--- config.mk ---
export PLATFORM = sky130hd
export DESIGN_NAME = vga_frame_monitor
export DESIGN_NICKNAME = d
export VERILOG_FILES = /design/src/rtl/vga_frame_monitor.sv
export SDC_FILE = /design/constraint.sdc
export NUM_CORES = 1
export LEC_CHECK = 0
export BUFFER_PORTS_ARGS = -buffer_cell sky130_fd_sc_hd__buf_2
export CAP_MARGIN = 20
export CELL_PAD_IN_SITES_DETAIL_PLACEMENT = 1
export CELL_PAD_IN_SITES_GLOBAL_PLACEMENT = 2
export CORE_ASPECT_RATIO = 0.5
export CORE_MARGIN = 5
export CORE_UTILIZATION = 38
export CTS_CLUSTER_DIAMETER = 200
export DETAILED_ROUTE_END_ITERATION = 6
export PLACE_DENSITY = 0.91
export SYNTH_ARGS = -nofsm -noshare
export SYNTH_HDL_FRONTEND = slang
export SYNTH_SLANG_ARGS = --single-unit
export TNS_END_PERCENT = 30
--- constraint.sdc ---
create_clock -name clk_65 -period 5.33 [get_ports clk_65]
set_clock_uncertainty 0.1 [all_clocks]
set_input_delay 0.7995 -clock clk_65 [delete_from_list [all_inputs] [get_ports clk_65]]
set_output_delay 0.7995 -clock clk_65 [all_outputs]
set_load 0.005 [all_outputs]
--- src/rtl/vga_frame_monitor.sv ---
// -----------------------------------------------------------------------------
// vga_frame_monitor
//
// Passive checker for a clocked-video stream (syncs + datavalid + 24-bit RGB).
// It sits alongside the VGA pins and, frame by frame, measures line period,
// active pixels per line, active lines per frame and a wrapping pixel checksum.
// `locked` is raised once enough consecutive frames match the expected geometry.
//
// Ports
//   clk_65          pixel clock; everything runs on its rising edge
//   reset           synchronous, active-high
//   vid_data        {R,G,B} pixel
//   vid_datavalid   pixel valid
//   vid_h_sync      horizontal sync (polarity set by SYNC_ACTIVE_LOW)
//   vid_v_sync      vertical sync   (polarity set by SYNC_ACTIVE_LOW)
//   h_total_meas    clocks between the last two hsync leading edges (saturating)
//   h_active_meas   pixel count of the last active line of the last frame
//   v_active_meas   active lines in the last complete frame
//   frame_checksum  wrapping sum of valid pixels of the last complete frame
//   frame_count     complete frames seen (wraps)
//   frame_pulse     one-cycle strobe when the measurement outputs update
//   line_mismatch   last complete frame had active lines of unequal length
//   locked          geometry lock
// -----------------------------------------------------------------------------
module vga_frame_monitor #(
    parameter int H_ACTIVE        = 1024,
    parameter int V_ACTIVE        = 768,
    parameter bit SYNC_ACTIVE_LOW = 1'b1,
    parameter int LOCK_FRAMES     = 2,
    parameter int TIMEOUT_CYCLES  = 4194303
) (
    input  logic        clk_65,
    input  logic        reset,
    input  logic [23:0] vid_data,
    input  logic        vid_datavalid,
    input  logic        vid_h_sync,
    input  logic        vid_v_sync,
    output logic [11:0] h_total_meas,
    output logic [11:0] h_active_meas,
    output logic [11:0] v_active_meas,
    output logic [23:0] frame_checksum,
    output logic [15:0] frame_count,
    output logic        frame_pulse,
    output logic        line_mismatch,
    output logic        locked
);

    localparam int             VTO_W   = $clog2(TIMEOUT_CYCLES + 1);
    localparam logic [VTO_W-1:0] VTO_MAX = VTO_W'(TIMEOUT_CYCLES);
    localparam logic [11:0]    H_ACT12 = 12'(H_ACTIVE);
    localparam logic [11:0]    V_ACT12 = 12'(V_ACTIVE);
    localparam logic [4:0]     LOCK5   = 5'(LOCK_FRAMES);

    function automatic logic [11:0] sat_inc12(input logic [11:0] v);
        return (v == 12'hFFF) ? v : v + 12'd1;
    endfunction

    function automatic logic [3:0] sat_inc4(input logic [3:0] v);
        return (v == 4'hF) ? v : v + 4'd1;
    endfunction

    // Syncs are normalised before capture so a registered 1 always means active.
    logic hs_norm, vs_norm;
    assign hs_norm = SYNC_ACTIVE_LOW ? ~vid_h_sync : vid_h_sync;
    assign vs_norm = SYNC_ACTIVE_LOW ? ~vid_v_sync : vid_v_sync;

    // Capture stages: only the syncs need the second stage (edge detect);
    // pixel data and datavalid are consumed straight from s1.
    logic [23:0] data_s1;
    logic        dv_s1;
    logic        hs_s1, hs_s2;
    logic        vs_s1, vs_s2;

    logic hs_edge, vs_edge;
    assign hs_edge = hs_s1 & ~hs_s2;
    assign vs_edge = vs_s1 & ~vs_s2;

    // Measurement state
    logic [11:0]      hclk;
    logic             hs_seen;
    logic [11:0]      pix;
    logic [11:0]      lines;
    logic [11:0]      last_pix;
    logic [11:0]      first_pix;
    logic             have_first;
    logic             mismatch;
    logic [23:0]      sum;
    logic             armed;
    logic [3:0]       run;
    logic [VTO_W-1:0] vto;

    // Line close. Evaluated combinationally so that a vsync edge in the same
    // cycle sees the just-closed line as part of the frame it is closing.
    logic [11:0] lines_c, last_pix_c, first_pix_c;
    logic        have_first_c, mismatch_c, good_c;

    always_comb begin
        lines_c      = lines;
        last_pix_c   = last_pix;
        first_pix_c  = first_pix;
        have_first_c = have_first;
        mismatch_c   = mismatch;
        if ((hs_edge || vs_edge) && (pix != 12'd0)) begin
            lines_c    = sat_inc12(lines);
            last_pix_c = pix;
            if (!have_first) begin
                first_pix_c  = pix;
                have_first_c = 1'b1;
            end else if (pix != first_pix) begin
                mismatch_c = 1'b1;
            end
        end
        good_c = (last_pix_c == H_ACT12) && (lines_c == V_ACT12) && !mismatch_c;
    end

    always_ff @(posedge clk_65) begin
        if (reset) begin
            data_s1        <= '0;
            dv_s1          <= 1'b0;
            hs_s1          <= 1'b0;
            hs_s2          <= 1'b0;
            vs_s1          <= 1'b0;
            vs_s2          <= 1'b0;
            hclk           <= '0;
            hs_seen        <= 1'b0;
            pix            <= '0;
            lines          <= '0;
            last_pix       <= '0;
            first_pix      <= '0;
            have_first     <= 1'b0;
            mismatch       <= 1'b0;
            sum            <= '0;
            armed          <= 1'b0;
            run            <= '0;
            vto            <= '0;
            h_total_meas   <= '0;
            h_active_meas  <= '0;
            v_active_meas  <= '0;
            frame_checksum <= '0;
            frame_count    <= '0;
            frame_pulse    <= 1'b0;
            line_mismatch  <= 1'b0;
            locked         <= 1'b0;
        end else begin
            // ---- capture stages ----
            data_s1 <= vid_data;
            dv_s1   <= vid_datavalid;
            hs_s1   <= hs_norm;
            hs_s2   <= hs_s1;
            vs_s1   <= vs_norm;
            vs_s2   <= vs_s1;

            // ---- measurement stage (works on s1/s2) ----
            frame_pulse <= 1'b0;

            // Line period; the very first hsync has no reference so is skipped.
            if (hs_edge) begin
                hclk    <= '0;
                hs_seen <= 1'b1;
                if (hs_seen)
                    h_total_meas <= sat_inc12(hclk);
            end else begin
                hclk <= sat_inc12(hclk);
            end

            // The datavalid of an edge cycle belongs to the newly opened line.
            if (hs_edge || vs_edge)
                pix <= {11'd0, dv_s1};
            else if (dv_s1)
                pix <= sat_inc12(pix);

            lines      <= lines_c;
            last_pix   <= last_pix_c;
            first_pix  <= first_pix_c;
            have_first <= have_first_c;
            mismatch   <= mismatch_c;

            // The pixel on a vsync edge cycle opens the new frame's checksum.
            if (vs_edge)
                sum <= dv_s1 ? data_s1 : 24'd0;
            else if (dv_s1)
                sum <= sum + data_s1;

            if (vs_edge) begin
                // vto reads as clocks elapsed since the edge cycle.
                vto        <= VTO_W'(1);
                lines      <= '0;
                mismatch   <= 1'b0;
                have_first <= 1'b0;
                if (!armed) begin
                    // First frame boundary after reset/timeout: nothing to report.
                    armed <= 1'b1;
                end else begin
                    h_active_meas  <= last_pix_c;
                    v_active_meas  <= lines_c;
                    line_mismatch  <= mismatch_c;
                    frame_checksum <= sum;
                    frame_count    <= frame_count + 16'd1;
                    frame_pulse    <= 1'b1;
                    if (good_c) begin
                        run <= sat_inc4(run);
                        if (({1'b0, run} + 5'd1) >= LOCK5)
                            locked <= 1'b1;
                    end else begin
                        run    <= '0;
                        locked <= 1'b0;
                    end
                end
            end else if (vto == VTO_MAX) begin
                // Stream lost: hold the counter and drop lock until vsync returns.
                locked <= 1'b0;
                run    <= '0;
                armed  <= 1'b0;
            end else begin
                vto <= vto + VTO_W'(1);
            end
        end
    end

endmodule

# == Word level (Yosys, flattened, before mapping) ==
# Index checks and enable logic that the tools add are counted.
# word_totals
out_inout_bits,79
regBits,222
# classes
reduce_logical,20
n_bitwise,9
magnitude_cmp,1
mux,27
n_eq_ne,13
add_sub_neg,8
# op_table
op,count
$mux 24,3
$mux 12,4
$add 12x1->12 const B,3
$eq 12x12->1 const B,3
$add 24x24->24,1
$add 22x1->22 const B,1
$eq 22x22->1 const B,1
$mux 4,5
$add 16x1->16 const B,1
$mux 1,15
$eq 12x10->1 const B,1
$eq 12x11->1 const B,1
$ne 12x12->1,1
$reduce_bool 12->1,1
$reduce_and 2->1,5
$reduce_or 2->1,4
$not 1->1,7
$reduce_and 3->1,2
$reduce_bool 2->1,3
$add 4x1->5 const B,1
$ge 5x2->1 const B,1
$add 4x1->4 const B,1
$eq 4x4->1 const B,1
$ne 2x2->1 const B,2
7 further kinds,10

# == Depth between registers and ports, before layout ==
# Gate-level depths: netlist of run 1.
# depth
word_depth,11
ltp_mapped,13
mapped_depth_nobuf,11

# == Worst setup path before layout of run 1 ==
# No wires, ideal clock.
# synth_path
kind,reg2reg
from,register pix[0]
to,register run[2]
synth_period_minus_slack_ps,3041
setup_slack_ps,2289
path_buffers,3
stages_incl_launch_ff,14
setup_time_ps,79
t_arrival_ps,2862
path_cell_list,dfxtp_1 -> clkbuf_1 -> inv_1 -> ha_1 -> or4b_1 -> or3_1 -> buf_2 -> and3_1 -> clkbuf_1 -> nor3_1 -> o2111ai_1 -> nor4_4 -> o21ai_1 -> a211oi_2
# synth_between
elab_chain_len,9
word_cells_on_any_way,18
# synth_lines
element,line_no,rtl
start: declaration,81,logic [11:0] pix;
start signal: assignment,168,"pix <= {11'd0, dv_s1};"
start signal: assignment,170,pix <= sat_inc12(pix);
$reduce_bool 12->1 or $ne 12x12->1 (tied branches),"103, 109",
$logic_and 1x1->1 or $mux 1 (tied branches),"103, 109",
$mux 12 or $mux 1 (tied branches),"103, 106",
"$eq 12x11->1, or another cell as far along",113,good_c = (last_pix_c == H_ACT12) && (lines_c == V_ACT12) && !mismatch_c;
$logic_and 1x1->1 or $logic_not 1->1 (tied branches),113,
$logic_and 1x1->1 *,113,
$mux 4,200,if (good_c) begin
$mux 4,190,if (!armed) begin
$mux 4,184,if (vs_edge) begin
end signal: assignment,201,run <= sat_inc4(run);
end: declaration,89,logic [3:0] run;
# Every way passes the cells marked *; elsewhere a longest branch is shown, timed or not. The select of a mux whose other input is x is not followed.
# A chain may end at the register's enable or synchronous reset.

# == Worst setup path in the final report of run 1 ==
# Ends and elaborated chain as after synthesis.

==> flow_summary_export.csv, run 1 <==
group,metric,value,unit
cts,h-tree-depth,1,
cts,cts_buffers,22,
sta,period_share,64.49,%
route,via_count,8501,
floorplanning,fp-row-count,41,
run_status,status,"finished, final reports clean",
final_layout,nets,1297,
critical_path,worstSetupPathType,"flip-flop to flip-flop",
floorplanning,io_pins,108,
sta,slew_violations,0,
cts,post-cts-setup-buffer-count,0,
global_route,grt_pass1_wl,45570,um
final_layout,area.sequential,0.004444,sq mm
final_layout,fillers,3032,
power_and_ir_drop,leakage,4.679,nW
synth,synthesis.instances,1162,
final_layout,drive_gt1_share,13.05,%
route,first_pass_iters,4,
critical_path,critPathLaunchType,"flip-flop",
floorplanning,die-area,0.02961,sq mm
cts,cts.sinks,222,
placed_design,dp_hpwl,19110,um
cts,holdBufCountCts,0,
synth,syn_avg_cell_area,8.531,sq um
final_layout,multi_input_area,0.005172,sq mm
global_route,grt_overflow,0,
placed_design,io_buffers,107,
final_layout,antenna_cells,0,
sta,hold_viol,0,
sta,setup-tns-final,0,ns
global_route,grt_max_degree,72,
job,cap_violations,0,
route,drt_iter0_markers,328,
synth,ys_warn_count,0,
route,avgRoutedWirePerCell,16.98,um
synth,yosysUniqueCellTypes,63,
critical_path,crit_arrival,3.77,ns
route,drcViolationCount,0,
sta,setup_viol,0,
route,final_antenna_net_count,0,
power_and_ir_drop,power.density,321.7,mW/mm^2
sta,worst_slew_pin_slew,0.9770,ns
cts,clk_latency,0.51,ns
placed_design,gp_congestion,0.8555,
global_route,grt_pass1_vias,9113,
synth,synth_area,0.009913,sq mm
sta,rsz0062_at_grt,"no",
floorplanning,core-area,0.02544,sq mm
synth,synthArstFlopShare,0,%
route,wl,27050,um
cts,cts_tree,"built",
final_layout,area_growth,16.18,%
sta,fmax,0.2909,GHz
final_layout,fin_util,45.26,%
sta,post-route-min-period,3.437,ns
cts,root_buffer,"clkbuf_16",
synth,synth_edf_count,0,
global_route,antenna_found_initial,0,
cts,cts_resized,0,
global_route,grtUsageTotal,17.86,%
floorplanning,start_util,38.96,%
floorplanning,die_x,238.4,um
synth,syn-num-nets,1223,
critical_path,end_kind,"flip-flop",
critical_path,cp.required,5.67,ns
cts,clockBufferDepth,3,
synth,synth_seq_cells,222,
synth,seq_area_frac_synth,44.83,%
route,viasPerCell,5.336,
floorplanning,die_h,124.2,um
cts,clk_pin_slew,0.07,ns
power_and_ir_drop,vdd_ir_drop_max,0.0001674,V
worst_hold_path,min_path_type,"flip-flop to flip-flop",
critical_path,critPathMaxFanout,17,
synth,synthFlopType,"dfxtp_1",
sta,slew_headroom,34.64,%
==> layout make-up <==
| cell class | instances | share of cell area [%] |
|---|---|---|
| Multi-Input combinational cell | 864 | 44.91 |
| Timing Repair Buffer | 116 | 5.291 |
| Sequential cell | 222 | 38.59 |
| Clock inverter | 10 | 1.760 |
| Clock buffer | 27 | 5.388 |
| Tap cell | 344 | 3.737 |
| Inverter | 10 | 0.3259 |
==> critical path: stages (launching register included) <==
cell and delay [ns]:
dfxtp_1 0.47, inv_1 0.10, ha_1 0.19, or4b_1 0.20
or3_1 0.29, nand2_1 0.48, a222oi_1 0.49, o2111ai_1 0.23
nor4_4 0.41, o21ai_1 0.15, a211oi_2 0.23
==> metrics by stage <==
stage               total power [mW]  std cells  worst slack, ns  cell area (sq um)  hold slack (ns)
finish                         3.705       1593            1.893              11520           0.3537
global route                   3.862       1593            1.524              11520           0.3382
CTS                            3.763       1593            1.882              11520           0.3333
detailed placement             1.971       1556            1.912              10690           0.3485
global placement               1.960       1556            2.028              10690           0.3423
floorplan                      1.899       1162            2.289               9913           0.3390
==> synthesized netlist by cell type, types with 17 or more instances <==
library cell,n,area (sq um)
dfxtp_1,222,4444
nand2b_1,17,106.4
nand3_1,34,170.2
a211oi_1,29,217.7
xnor2_1,22,192.7
mux2i_1,37,370.4
nor2_1,179,671.9
a21oi_1,78,390.4
nand4_1,22,137.6
ha_1,31,387.9
nand2_1,130,488.0
clkbuf_1,57,214.0
nor2b_1,34,212.7
o21ai_0,37,185.2
and3_1,20,125.1
xor2_1,48,420.4
==> final timing paths <==
| check | from | to | slack (ns) | cells after the start |
|---|---|---|---|---|
| worst min register to register | frame_checksum[20]$_SDFFE_PP0P_ | frame_checksum[20]$_SDFFE_PP0P_ | 0.35 | 2 |
| worst min-delay path | frame_checksum[20]$_SDFFE_PP0P_ | frame_checksum[20]$_SDFFE_PP0P_ | 0.35 | 2 |
| worst max-delay path | pix[0]$_SDFFE_PP0P_ | run[2]$_SDFFE_PP0P_ | 1.89 | 10 |
| worst max register to register | pix[0]$_SDFFE_PP0P_ | run[2]$_SDFFE_PP0P_ | 1.89 | 10 |
==> registers in the layout, summed over array words and instances, names as in the netlist, 4 cells and up <==
| name | flops |
|---|---|
| data_s1 | 24 |
| first_pix | 12 |
| frame_checksum | 24 |
| frame_count | 16 |
| h_active_meas | 12 |
| h_total_meas | 12 |
| hclk | 12 |
| last_pix | 12 |
| lines | 12 |
| pix | 12 |
| run | 4 |
| sum | 24 |
| v_active_meas | 12 |
| vto | 22 |
==> layout by cell type, fill, tap and decap left out, drive strengths merged, types with 4 or more instances in the layout <==
| master | n |
|---|---|
| a211oi | 30 |
| a21o | 4 |
| a21oi | 78 |
| a22oi | 16 |
| a31oi | 10 |
| and2 | 7 |
| and3 | 20 |
| and4 | 8 |
| buf | 116 |
| bufinv | 6 |
| clkbuf | 27 |
| dfxtp | 222 |
| ha | 31 |
| inv | 10 |
| mux2i | 37 |
| nand2 | 130 |
| nand2b | 17 |
| nand3 | 34 |
| nand4 | 23 |
| nor2 | 179 |
| nor2b | 34 |
| nor3 | 17 |
| nor4 | 9 |
| o211ai | 4 |
| o21ai | 39 |
| o22ai | 6 |
| or3 | 15 |
| or4 | 4 |
| xnor2 | 22 |
| xor2 | 48 |
==> layer usage <==
metal,wire [um],global-route usage [%]
met5,0,0
met1,12350,22.39
met4,562,4.012
met2,13250,32.03
met3,893,3.186
==> cells by family (layout without fill, tap and decap cells) <==
family	Yosys count	after routing	share of synthesized area, %
AND/OR/NAND/NOR	510	510	24.64
flip-flops	222	222	44.83
AO/OA/AOI/OAI	215	215	13.44
buffers and inverters	76	163	3.054
XOR/XNOR	70	70	6.184
multiplexers	37	37	3.736
adder cells (fa/ha/maj)	32	32	4.115
==> power by group <==
| group | switching, mW | internal [mW] | leakage [nW] |
|---|---|---|---|
| combinational | 0.139 | 0.0791 | 2.48 |
| clock | 0.659 | 1.11 | 0.403 |
| sequential | 0.0240 | 1.69 | 1.80 |
| total | 0.822 | 2.88 | 4.68 |
(Power assumes the default switching activity.)
==> run 2: changes to the inputs <==
--- a/config.mk
+++ b/config.mk
@@ -5,16 +5,17 @@
 export SDC_FILE = /design/constraint.sdc
 export NUM_CORES = 1
 export LEC_CHECK = 0
+export ABC_AREA = 1
 export BUFFER_PORTS_ARGS = -buffer_cell sky130_fd_sc_hd__buf_2
 export CAP_MARGIN = 20
 export CELL_PAD_IN_SITES_DETAIL_PLACEMENT = 1
 export CELL_PAD_IN_SITES_GLOBAL_PLACEMENT = 2
 export CORE_ASPECT_RATIO = 0.5
 export CORE_MARGIN = 5
-export CORE_UTILIZATION = 38
+export CORE_UTILIZATION = 34
 export CTS_CLUSTER_DIAMETER = 200
 export DETAILED_ROUTE_END_ITERATION = 6
-export PLACE_DENSITY = 0.91
+export PLACE_DENSITY = 0.87
 export SYNTH_ARGS = -nofsm -noshare
 export SYNTH_HDL_FRONTEND = slang
 export SYNTH_SLANG_ARGS = --single-unit
==> constraint.sdc (replaced) <==
create_clock -name clk_65 -period 3.55 [get_ports clk_65]
set_clock_uncertainty 0.1 [all_clocks]
set_input_delay 0.5325 -clock clk_65 [delete_from_list [all_inputs] [get_ports clk_65]]
set_output_delay 0.5325 -clock clk_65 [all_outputs]
set_load 0.005 [all_outputs]
==> run 2 against run 1 <==
Effect of this change:
- sequential power is 51% higher
- via count is 17% higher
- maximum frequency is 17% higher
- setup slack worse by 1.3 ns
- die area is 19% higher
- final area is 7.0% higher
- global-route usage is 0.50 points lower
- combinational power is 110% higher
- clock power is 36% higher
- sequential share of layout area is 2.5 points lower
- critical endpoint is now sum[16]$_SDFFE_PP0P_
==> flow_summary_export.csv, run 2 <==
group,metric,value,unit
run_status,status,"finished, final reports clean",
final_layout,fin_area,0.01233,sq mm
power_and_ir_drop,vdd_ir_drop_max,0.0002693,V
critical_path,cp_cell_sequence,"ha_1 > inv_1 > fa_1 > inv_1 > nand3_1 > nand2_1 > a21boi_0 > o21ai_0 > nand2_1 > a21o_1 > nand3_1 > nand2_1 > a21oi_1",
cts,holdBufCountCts,0,
worst_hold_path,min_to,"hs_s1$_SDFF_PP0_",
route,via_count,9915,
final_layout,area_growth,15.69,%
synth,synth_seq_cells,222,
floorplanning,fp-row-count,45,
route,wl,31130,um
worst_hold_path,min_path_type,"primary input to flip-flop",
sta,slew_headroom,47.86,%
critical_path,r2r-start,"sum[0]$_SDFFE_PP0P_",
global_route,grt_overflow,0,
placed_design,dpl_cell_area,0.01159,sq mm
route,avgRoutedWirePerCell,15.41,um
cts,clk_latency,0.53,ns
synth,syn_avg_cell_area,7.162,sq um
floorplanning,start_util,34.79,%
sta,post-route-min-period,2.947,ns
cts,post-cts-setup-buffer-count,0,
critical_path,cp_top_family,"compound AO/OA/AOI/OAI gates",
final_layout,nets,1643,
synth,synthesis.instances,1488,
sta,period_share,83.01,%
global_route,grt_pass1_vias,10470,
floorplanning,die_x,260.4,um
global_route,grtUsageTotal,17.36,%
synth,synthFlopType,"dfxtp_1",
sta,slew_violations,0,
final_layout,layout_commonest_cell,"nand2_1",
critical_path,crit_arrival,3.29,ns
synth,seq_area_frac_synth,41.70,%
final_layout,drive_gt1_share,12.59,%
cts,h-tree-depth,1,
critical_path,cpMaxStageDelayCell,"o21ai_0",
worst_hold_path,hold_depth,2,
route,drt_iter0_markers,393,
sta,hold_viol,0,
global_route,grt_max_degree,76,
sta,fmax,0.3393,GHz
global_route,grt_pass1_wl,51580,um
worst_hold_path,worstHoldStart,"vid_h_sync",
floorplanning,io_pins,108,
synth,ys_warn_count,0,
cts,clk_pin_slew,0.06,ns
synth,post-synth-top-area-cell,"dfxtp_1",
critical_path,critPathLaunch,"sum[0]$_SDFFE_PP0P_",
cts,cts_buffers,22,
final_layout,fin_util,40.25,%
critical_path,worstSetupPathType,"flip-flop to flip-flop",
synth,synth_area,0.01066,sq mm
critical_path,path_buf_inv,2,
critical_path,crit_top_cell,"nand2_1",
power_and_ir_drop,power.density,443.4,mW/mm^2
critical_path,worstRegToRegCells,13,
synth,syn-num-nets,1549,
cts,root_buffer,"clkbuf_16",
cts,cts_tree,"built",
synth,synthArstFlopShare,0,%
final_layout,largestRegisters,"data_s1 (24), frame_checksum (24), sum (24)",
synth,synth_edf_count,0,
final_layout,antenna_cells,0,
critical_path,critPathLaunchType,"flip-flop",
sta,worst_slew_pin_slew,0.7821,ns
cts,cts_resized,0,
route,first_pass_iters,4,
critical_path,r2r_slack,0.60,ns
final_layout,fillers,3925,
sta,rsz0062_at_grt,"no",
critical_path,cp.required,3.90,ns
floorplanning,die_h,135.2,um
cts,cts.sinks,222,
job,cap_violations,0,
placed_design,io_buffers,107,
route,viasPerCell,4.908,
floorplanning,die-area,0.03520,sq mm
critical_path,critPathMaxFanout,4,
synth,netlist.area_leader.share,41.70,%
placed_design,dp_hpwl,23050,um
power_and_ir_drop,leakage,5.572,nW
placed_design,gp_congestion,0.8729,
global_route,antenna_found_initial,0,
route,final_antenna_net_count,0,
final_layout,layout_common_cells,"303 x nand2_1, 222 x dfxtp_1, 196 x inv_1, 167 x nor2_1, 131 x a21oi_1",
sta,setup-tns-final,0,ns
synth,yosysMostFrequentCell,"nand2_1",
critical_path,timing.rr.end,"sum[16]$_SDFFE_PP0P_",
synth,yosysUniqueCellTypes,49,
critical_path,end_kind,"flip-flop",
cts,clockBufferDepth,3,
route,drcViolationCount,0,
synth,synth.area.top_cells,"dfxtp_1 42%, nand2_1 11%, inv_1 6.9%",
sta,setup_viol,0,
floorplanning,core-area,0.03063,sq mm
synth,netlist_top_cells_count,"303 x nand2_1, 222 x dfxtp_1, 196 x inv_1",
critical_path,max_stage_delay,0.62,ns
[run 2: cell types whose count changed after synthesis, sizes merged, moves of 28 or more]
cell | previous run | this run
inv | 10 | 204
o211ai | 4 | 32
nand3 | 34 | 85
nor2b | 34 | 0
a21oi | 78 | 134
nand2 | 130 | 309
xor2 | 48 | 20
o21ai | 39 | 85
mux2i | 37 | 0
[run 2: worst register-to-register path, delay by kind of cell, from the launching register on]
kind | cells | cell delay, ns
AOI/OAI and AO/OA | 4 | 1.19
adders and majority gates | 2 | 0.60
and+or+nand+nor | 5 | 0.51
DFF | 1 | 0.35
buffers and inverters | 2 | 0.13
[run 2: per-layer routing]
| layer | share of wire (%) | GRT usage, % | vias up |
|---|---|---|---|
| li1 | - | - | 5007 |
| met1 | 46 | 21.84 | 4796 |
| met2 | 50 | 32.03 | 79 |
| met3 | 2.6 | 2.757 | 33 |
| met4 | 1.3 | 2.902 | 0 |
| met5 | 0 | 0 | - |
[run 2: cells by family after synthesis]
group | synth area share [%]
AOI/OAI and AO/OA | 15.62
buffers and inverters | 9.522
adders and majority gates | 3.828
and+or+nand+nor | 25.71
DFF | 41.70
xor gates and xnor gates | 3.616
[run 2: area by class of cell]
class	instances	area (sq um)	area share, %
flip-flops and latches	222	4444	36.05
clock buffers	29	616.8	5.004
inverters	206	773.2	6.272
repair buffers	122	650.6	5.278
multi-input cells	1008	5197	42.16
clock inverters	10	116.4	0.9439
well taps	423	529.3	4.293
[run 2: power by group]
group          switching (mW)  internal (mW)
Sequential             0.0467           2.56
Combinational           0.300          0.153
Clock                    1.03           1.37
Total                    1.38           4.08
[run 2: worst max-delay path by stage]
stage / slack, ns / end / cells past startpoint
after floorplan: 1.25 / sum[16]$_SDFFE_PP0P_ / 13
after global placement: 0.75 / sum[16]$_SDFFE_PP0P_ / 13
after detailed placement: 0.62 / sum[16]$_SDFFE_PP0P_ / 13
after CTS: 0.57 / sum[16]$_SDFFE_PP0P_ / 13
after global routing: 0.41 / sum[16]$_SDFFE_PP0P_ / 13
final: 0.60 / sum[16]$_SDFFE_PP0P_ / 13
[run 2: metrics by stage]
stage	std cells	total power [mW]	worst slack (ns)	hold slack [ns]
finish	2020	5.466	0.6032	0.08494
detailed placement	1981	3.117	0.6191	0.3280
floorplan	1488	2.968	1.248	0.3022
global route	2020	5.709	0.4078	0.05291
CTS	2020	5.554	0.5657	0.05833
global placement	1981	3.101	0.7539	0.3135
==> run 3: changes to the inputs <==
--- a/config.mk
+++ b/config.mk
@@ -5,17 +5,17 @@
 export SDC_FILE = /design/constraint.sdc
 export NUM_CORES = 1
 export LEC_CHECK = 0
-export ABC_AREA = 1
+export ABC_AREA = 0
 export BUFFER_PORTS_ARGS = -buffer_cell sky130_fd_sc_hd__buf_2
 export CAP_MARGIN = 20
 export CELL_PAD_IN_SITES_DETAIL_PLACEMENT = 1
 export CELL_PAD_IN_SITES_GLOBAL_PLACEMENT = 2
 export CORE_ASPECT_RATIO = 0.5
 export CORE_MARGIN = 5
-export CORE_UTILIZATION = 34
+export CORE_UTILIZATION = 32
 export CTS_CLUSTER_DIAMETER = 200
 export DETAILED_ROUTE_END_ITERATION = 6
-export PLACE_DENSITY = 0.87
+export PLACE_DENSITY = 0.82
 export SYNTH_ARGS = -nofsm -noshare
 export SYNTH_HDL_FRONTEND = slang
 export SYNTH_SLANG_ARGS = --single-unit
==> constraint.sdc (replaced) <==
create_clock -name clk_65 -period 2.38 [get_ports clk_65]
set_clock_uncertainty 0.1 [all_clocks]
set_input_delay 0.357 -clock clk_65 [delete_from_list [all_inputs] [get_ports clk_65]]
set_output_delay 0.357 -clock clk_65 [all_outputs]
set_load 0.005 [all_outputs]
==> run 3 against run 2 <==
Effect of this change:
- the flow now finishes with violations (setup timing)
- via count shrank 7.7%
- setup slack lost 1.2 ns
- final area grew 8.4%
- die area shrank 1.1%
- combinational power grew 52%
- global-route usage shrank 0.52 points
- critical path depth shrank 3
- maximum frequency shrank 1.2%
- core utilization grew 3.7 points
- register-to-register slack lost 1.2 ns
- non-clock buffer count grew 152
- critical endpoint is now run[1]$_SDFFE_PP0P_
- highest routed layer unchanged
==> flow_summary_export.csv, run 3 (synthesis results as in run 1) <==
group,metric,value,unit
run_status,status,"finished with violations",
run_status,violations,"setup timing",
power_and_ir_drop,power.internal,6.379,mW
global_route,grt_pass1_vias,9721,
power_and_ir_drop,p_seq_share,46.0,%
route,viasPerCell,5.061,
placed_design,gp_congestion,0.8321,
cts,root_buffer,"clkbuf_16",
power_and_ir_drop,pwr-share-comb,8.3,%
final_layout,final_cells,1809,
global_route,antenna_found_initial,0,
cts,clk_latency,0.52,ns
floorplanning,core-area,0.03040,sq mm
cts,cts.sinks,222,
sta,worst_slew_pin_slew,0.5663,ns
final_layout,largestRegisters,"data_s1 (24), frame_checksum (24), sum (24)",
final_layout,layout_common_cells,"212 x dfxtp_1, 177 x nor2_1, 131 x buf_4, 129 x nand2_1, 106 x buf_2",
placed_design,dp_hpwl,21110,um
sta,slew_violations,0,
sta,period_share,125.3,%
route,drcViolationCount,0,
final_layout,fillers,3548,
placed_design,dp_cells,1724,
global_route,grtUsageTotal,16.84,%
sta,setup-tns-final,-9.229,ns
sta,fmax,0.3353,GHz
placed_design,dpl_cell_area,0.01169,sq mm
floorplanning,die-area,0.03481,sq mm
cts,cts_tree,"built",
route,wl,30450,um
route,final_antenna_net_count,0,
sta,rsz0062_at_grt,"yes",
final_layout,fin_util,43.93,%
cts,clockBufferDepth,3,
power_and_ir_drop,p_total,8.357,mW
critical_path,crit_arrival,3.32,ns
sta,slew_headroom,62.24,%
route,avgRoutedWirePerCell,16.83,um
sta,hold_viol,0,
power_and_ir_drop,vdd_ir_drop_max,0.0003987,V
floorplanning,fp-row-count,45,
placed_design,io_buffers,107,
final_layout,drive_gt1_share,26.38,%
sta,fin_ws,-0.6026,ns
critical_path,end_kind,"flip-flop",
final_layout,nets,1455,
route,via_count,9156,
final_layout,layout_commonest_cell,"dfxtp_1",
critical_path,cp.required,2.72,ns
critical_path,critPathLaunchType,"flip-flop",
floorplanning,io_pins,108,
final_layout,multi_input_area,0.005632,sq mm
final_layout,area_growth,34.75,%
floorplanning,die_x,258.9,um
critical_path,critPathMaxFanout,5,
final_layout,fin_area,0.01336,sq mm
sta,post-route-min-period,2.983,ns
cts,h-tree-depth,1,
route,first_pass_iters,5,
power_and_ir_drop,p_clk_share,45.7,%
final_layout,antenna_cells,0,
power_and_ir_drop,leakage,5.454,nW
worst_hold_path,min_path_type,"primary input to flip-flop",
power_and_ir_drop,p_sw_share,23.67,%
power_and_ir_drop,power.density,625.6,mW/mm^2
job,cap_violations,0,
global_route,grt_pass1_wl,49420,um
route,drt_iter0_markers,407,
power_and_ir_drop,power_switching,1.978,mW
floorplanning,die_h,134.5,um
critical_path,worstSetupPathType,"flip-flop to flip-flop",
cts,clk_pin_slew,0.06,ns
global_route,grt_max_degree,95,
cts,cts_buffers,22,
critical_path,r2r-start,"pix[0]$_SDFFE_PP0P_",
global_route,grt_overflow,0,
sta,setup_viol,55,
floorplanning,start_util,32.60,%
worst_hold_path,worstHoldStart,"vid_data[23]",
final_layout,area.sequential,0.004459,sq mm
critical_path,critPathLaunch,"pix[0]$_SDFFE_PP0P_",
## run 3: cell types whose count changed in the layout (fill, tap and decap cells not counted), moves of 25 or more
cell and change:
nor2b_1 +33, a21oi_1 -62, inv_1 -188, dlygate4sd3_1 +25, nand2_1 -174, buf_4 +115
o21ai_0 -53, nand3_1 -51, mux2i_1 +28, o211ai_1 -28, xor2_1 +26
## run 3: worst max-delay path, stage by stage, from the launching register on
cell and delay (ns):
dfxtp_2 0.33, inv_2 0.06, ha_1 0.13, or4b_4 0.49, or3_4 0.43, nand4_4 0.09
mux2i_2 0.08, or3b_4 0.42, nor4_4 0.42, a41oi_2 0.18, o22ai_1 0.18
## run 3: what timing repair did
action,CTS,global route
setup buffers,13,8
cloned,0,0
hold buffers,25,0
pin swaps,33,18
endpoints found under the setup margin,70,71
resized for setup,59,43
endpoints found under the hold margin,25,0
## run 3: routing by layer
metal  GRT usage, %  wire length, um  part of all wire (%)
met3          2.317              658                   2.2
met4          3.596              598                   2.0
met2          31.65            15420                    51
met5              0                0                     0
met1          20.68            13780                    45
## run 3: power by group through the flow
| stage | logic (mW) | clock network, mW | registers (mW) |
|---|---|---|---|
| after floorplan | 0.352 | 0 | 3.91 |
| after global placement | 0.570 | 0 | 3.92 |
| after detailed placement | 0.591 | 0 | 3.92 |
| after CTS | 0.662 | 3.92 | 3.84 |
| after global routing | 0.755 | 4.08 | 3.85 |
| final | 0.691 | 3.82 | 3.84 |
## run 3: area by class of cell
class,count,share of cell area (%)
multi-input cells,864,42.16
clock buffers,32,5.011
clock inverters,8,0.8805
repair buffers,274,14.55
well taps,399,3.737
inverters,10,0.2810
flip-flops and latches,222,33.38
## run 3: path summary, 6_finish.rpt
check	to	slack, ns	cells after the start
max	run[1]$_SDFFE_PP0P_	-0.60	10
min	data_s1[23]$_SDFF_PP0_	0.02	2
max reg2reg	run[1]$_SDFFE_PP0P_	-0.60	10
min reg2reg	frame_checksum[3]$_SDFFE_PP0P_	0.35	2
## run 3: per-stage QoR
stage / hold WS (ns) / setup slack [ns]
final: 0.02118 / -0.6026
after global routing: 0.01697 / -0.7214
after CTS: 0.005252 / -0.5141
after detailed placement: 0.3450 / -0.6726
after global placement: 0.3451 / -0.5659
after floorplan: 0.3237 / -0.6351
